$ cat config.mk
export PLATFORM = sky130hd
export DESIGN_NAME = fp_multiplier_seq
export DESIGN_NICKNAME = d
export VERILOG_FILES = /design/src/rtl/fp_multiplier_seq.sv
export SDC_FILE = /design/constraint.sdc
export NUM_CORES = 1
export LEC_CHECK = 0
export CAP_MARGIN = 20
export CORE_MARGIN = 2
export CORE_UTILIZATION = 40
export DETAILED_ROUTE_END_ITERATION = 6
export GPL_TIMING_DRIVEN = 0
export SETUP_SLACK_MARGIN = 0.02
export SYNTH_ARGS = -nofsm -noshare
export SYNTH_HDL_FRONTEND = slang
export SYNTH_SLANG_ARGS = --single-unit
$ cat constraint.sdc
create_clock -name clk -period 5.78 [get_ports clk]
set_input_delay 0.867 -clock clk [delete_from_list [all_inputs] [get_ports clk]]
set_output_delay 0.867 -clock clk [all_outputs]
set_load 0.02 [all_outputs]
$ cat src/rtl/fp_multiplier_seq.sv
// Sequential IEEE-754 single-precision multiplier with truncating normalisation.
// A shift-add engine forms one partial product per clock under a start/busy/done handshake.
module fp_multiplier_seq #(
    parameter int unsigned EXP_W  = 8,
    parameter int unsigned FRAC_W = 23,
    parameter int unsigned BIAS   = 127
) (
    input  logic        clk,
    input  logic        rst,
    input  logic        start,
    input  logic [31:0] A,
    input  logic [31:0] B,
    output logic [31:0] Out,
    output logic        busy,
    output logic        done
);

    localparam int unsigned WORD_W  = 1 + EXP_W + FRAC_W;
    localparam int unsigned MANT_W  = FRAC_W + 1;
    localparam int unsigned PROD_W  = 2 * MANT_W;
    localparam int unsigned CNT_W   = 5;
    localparam int unsigned E_W     = EXP_W + 2;
    localparam int unsigned EXP_MAX = (1 << EXP_W) - 1;

    typedef enum logic [1:0] {
        IDLE = 2'd0,
        MUL  = 2'd1,
        NORM = 2'd2,
        DONE = 2'd3
    } state_t;

    state_t state, next_state;

    logic [WORD_W-1:0] a_q, b_q;
    logic [PROD_W-1:0] p_q;
    logic [CNT_W-1:0]  count_q;

    logic              sa, sb, sign_c;
    logic [EXP_W-1:0]  ea, eb;
    logic [FRAC_W-1:0] fa, fb, frac_c;
    logic [MANT_W-1:0] mcand_c, mplier_c;
    logic signed [E_W-1:0] e_c;
    logic [WORD_W-1:0] result_c;

    assign sa = a_q[WORD_W-1];
    assign sb = b_q[WORD_W-1];
    assign ea = a_q[WORD_W-2 -: EXP_W];
    assign eb = b_q[WORD_W-2 -: EXP_W];
    assign fa = a_q[FRAC_W-1:0];
    assign fb = b_q[FRAC_W-1:0];
    assign mcand_c  = {1'b1, fa};
    assign mplier_c = {1'b1, fb};

    // State register
    always_ff @(posedge clk) begin
        if (rst) begin
            state <= IDLE;
        end else begin
            state <= next_state;
        end
    end

    // Next-state logic; start is only honoured in IDLE
    always_comb begin
        next_state = state;
        case (state)
            IDLE: if (start) next_state = MUL;
            MUL:  if (count_q == CNT_W'(MANT_W - 1)) next_state = NORM;
            NORM: next_state = DONE;
            DONE: next_state = IDLE;
            default: next_state = IDLE;
        endcase
    end

    // Normalisation and special-case selection from the latched operands
    always_comb begin
        sign_c   = sa ^ sb;
        e_c      = $signed(E_W'(ea)) + $signed(E_W'(eb)) - $signed(E_W'(BIAS))
                 + $signed(E_W'(p_q[PROD_W-1]));
        frac_c   = p_q[PROD_W-1] ? p_q[PROD_W-2 -: FRAC_W] : p_q[PROD_W-3 -: FRAC_W];
        result_c = {sign_c, e_c[EXP_W-1:0], frac_c};
        if ((ea == EXP_W'(EXP_MAX) && fa != '0) || (eb == EXP_W'(EXP_MAX) && fb != '0)) begin
            result_c = {1'b0, {EXP_W{1'b1}}, 1'b1, {(FRAC_W-1){1'b0}}};
        end else if ((ea == EXP_W'(EXP_MAX) && eb == '0) || (eb == EXP_W'(EXP_MAX) && ea == '0)) begin
            result_c = {1'b0, {EXP_W{1'b1}}, 1'b1, {(FRAC_W-1){1'b0}}};
        end else if (ea == EXP_W'(EXP_MAX) || eb == EXP_W'(EXP_MAX)) begin
            result_c = {sign_c, {EXP_W{1'b1}}, {FRAC_W{1'b0}}};
        end else if (ea == '0 || eb == '0) begin
            result_c = {sign_c, {(WORD_W-1){1'b0}}};
        end else if (e_c >= $signed(E_W'(EXP_MAX))) begin
            result_c = {sign_c, {EXP_W{1'b1}}, {FRAC_W{1'b0}}};
        end else if (e_c <= $signed(E_W'(0))) begin
            result_c = {sign_c, {(WORD_W-1){1'b0}}};
        end
    end

    // Datapath and registered outputs
    always_ff @(posedge clk) begin
        if (rst) begin
            a_q     <= '0;
            b_q     <= '0;
            p_q     <= '0;
            count_q <= '0;
            Out     <= '0;
            busy    <= 1'b0;
            done    <= 1'b0;
        end else begin
            busy <= (next_state != IDLE);
            done <= (next_state == DONE);
            case (state)
                IDLE: begin
                    if (start) begin
                        a_q     <= A;
                        b_q     <= B;
                        p_q     <= '0;
                        count_q <= '0;
                    end
                end
                MUL: begin
                    if (mplier_c[count_q]) begin
                        p_q <= p_q + (PROD_W'(mcand_c) << count_q);
                    end
                    count_q <= count_q + CNT_W'(1);
                end
                NORM: Out <= result_c;
                default: ;
            endcase
        end
    end

endmodule

==> metrics.txt <==
worst endpoint required time 6080 ps; post-DR vias/cell 5.460; Starting Density 40.63%; WL final 30,390 um; CTS buffer count 17; die area 26,800 um2; pin count of the biggest net entering global routing 19; drt pass-1 iters 5; DR iter-0 viols 548; total power 2.750 mW; Worst-Skew Late Latency 450 ps; hold_ws 452.5 ps; r2r endpoint p_q[42]; Peak VDD IR 0.1256 mV; initial antenna violation count 0; first-pass GRT wire length 48,510 um; Fin. Hold Viols 0; CP Cell Sequence clkbuf_1, buf_1, buf_1, mux2i_1, nand2_1, o21ai_0, o22ai_1, ha_1, a21o_1, a21o_1, a21oi_1, o21ai_0, a21oi_1, o211ai_1, a31oi_1, o211ai_1, a221oi_1, xor2_1, o21ai_0; Yosys Warn Count 0; status finished clean; CTS tree done; dominant cells by area after synthesis dfxtp_1 30%, nand2_1 9.0%, ha_1 8.0%; clk sinks 153; Hold/Removal Path Class reg2reg; sequential-to-total area share from yosys stat 30.02%; CP endpoint kind flop; Site Rows 58; Least-Margin Pin Slew 975.5 ps; Final #Nets 1,579; EDFF count, synth 0; Crit path largest cell delay 500 ps; vias in the first global route 9,224; via count 9,762; global placer's final weighted congestion 0.9565; Synthesized Nets 1,459; library cells used by synthesis 67; Mapped Avg Cell Area 7.700 um2; layout cell share with drive strength beyond 1 6.241%; Data arrival, critical path 5680 ps; Die H 163.7 um; Syn Inst Count 1,325; share of the synthesized area in the top cell type 30.02%; clk buf depth 2; Worst slew margin 34.97%; Synth area leader dfxtp_1; Reg clk slew, reported paths 70 ps; WS Path Type reg2reg; commonest non-fill, non-tap cells in the layout 245 x nand2_1, 153 x dfxtp_1, 151 x a21oi_1; Worst Hold End Out[17]; postcts setup bufs 0; r2r setup slk 400 ps; htree depth 4; cell area power density 225.0 nW/um2; WHS Path Cells 2; total track usage 22.92%; Max-cap violations 0; Core ar. 25,110 um2; Seq cells post-synth 153; CP dominant cell by count o21ai_0; Final Util 48.69%; skew final 10.66 ps; Startpoint Class flop; Final Max Slew Viols 0; setup_tns 0 ps; average wire per standard cell 17.00 um; clk root buf clkbuf_16; leakage 4.684 nW; Final Critical Period 5376 ps; ANT nets after route 0; commonest non-fill, non-tap cell in the layout nand2_1; Residual DRC 0; Mapped Area 10,200 um2; Die X 163.7 um; post_cts resized 0; Worst R2R Start count_q[2]; gr ovfl total 0; Crit-path slowest cell buf_1; period utilization 93.01%; worst-path maximum fanout 10; asr flop ratio synth 0%; num ports 101; hold_buf cts 0; fmax 186.0 MHz; count of input and output buffers 100; HPWL Detailed 23,700 um; worst hold path startpoint Out[17]; n_diodes 0; RSZ-0062 raised after global routing yes; Worst Reg2Reg Path Length in Cells 19; Area growth syn-to-layout 19.84%; Top FF cell, synth dfxtp_1; Setup Viol. Count Final 0
==> worst max-delay path: cells and delay by family (launching register included) <==
kind / cells / cell delay (ps)
AOI/OAI and AO/OA: 12 / 2500
xor gates and xnor gates: 1 / 180
adders and majority gates: 1 / 420
buffers and inverters: 3 / 1320
DFF: 1 / 340
muxes: 1 / 380
and+or+nand+nor: 1 / 80
==> cells in the mapped netlist, types with 20 or more instances <==
cell / instances
xnor2_1: 30
nand3_1: 20
ha_1: 65
clkbuf_1: 60
a21o_1: 28
a21oi_1: 151
inv_1: 26
nor2_1: 98
mux2i_1: 48
dfxtp_1: 153
o21ai_0: 91
a22oi_1: 26
nand2_1: 245
==> state kept, by name, indices dropped and copies added, names as in the netlist <==
name	cells
Out	32
a_q	32
b_q	32
busy	1
count_q	5
done	1
p_q	48
state	2
==> cells by family after synthesis <==
kind of cell    Yosys count  synth area share (%)
simple gates            478                 20.57
compound gates          394                 23.39
flops                   153                 30.02
buf+inv                 112                 4.439
mux                      72                 9.014
fa+ha+maj                67                 8.364
xor+xnor                 49                 4.207
==> final cells by class <==
cell class	instances	area [um2]
Sequential cell	153	3063
Timing Repair Buffer	101	1008
Fill cell	2592	12880
Clock inverter	15	175.2
Buffer	84	350.3
Inverter	28	105.1
Tap cell	330	412.9
Multi-Input combinational cell	1060	6686
Clock buffer	17	425.4
==> metrics by stage <==
| stage | setup WS (ps) | instances | area (um2) |
|---|---|---|---|
| 3_3_place_gp | 376.8 | 1755 | 11620 |
| 5_1_grt | 16.47 | 1788 | 12230 |
| 2_1_floorplan | 1497 | 1325 | 10200 |
| 6_report | 403.9 | 1788 | 12230 |
| 4_1_cts | 397.6 | 1788 | 12220 |
| 3_5_place_dp | 461.4 | 1756 | 11620 |
==> report_power, final <==
part	switching, mW	internal [mW]
clock network	0.568	0.586
logic	0.283	0.194
registers	0.0333	1.09
==> worst max-delay path by stage <==
| stage | cells past startpoint | to | slack [ps] | start |
|---|---|---|---|---|
| 2_1_floorplan | 19 | p_q[45] | 1500 | count_q[0] |
| 3_5_place_dp | 20 | p_q[42] | 460 | count_q[1] |
| 5_1_grt | 22 | p_q[40] | 20 | count_q[0] |
| 3_3_place_gp | 20 | p_q[42] | 380 | count_q[1] |
| 4_1_cts | 20 | p_q[42] | 400 | count_q[1] |
| 6_report | 19 | p_q[42] | 400 | count_q[2] |
==> layer usage <==
metal / up-vias / wire [um] / global-route usage, %
met5: - / 0 / 0
met4: 0 / 1011 / 8.852
met3: 52 / 1406 / 3.813
met2: 278 / 13460 / 36.67
met1: 4459 / 14510 / 30.90
li1: 4973 / - / -
No activity file was read; power rests on OpenSTA's default activity.
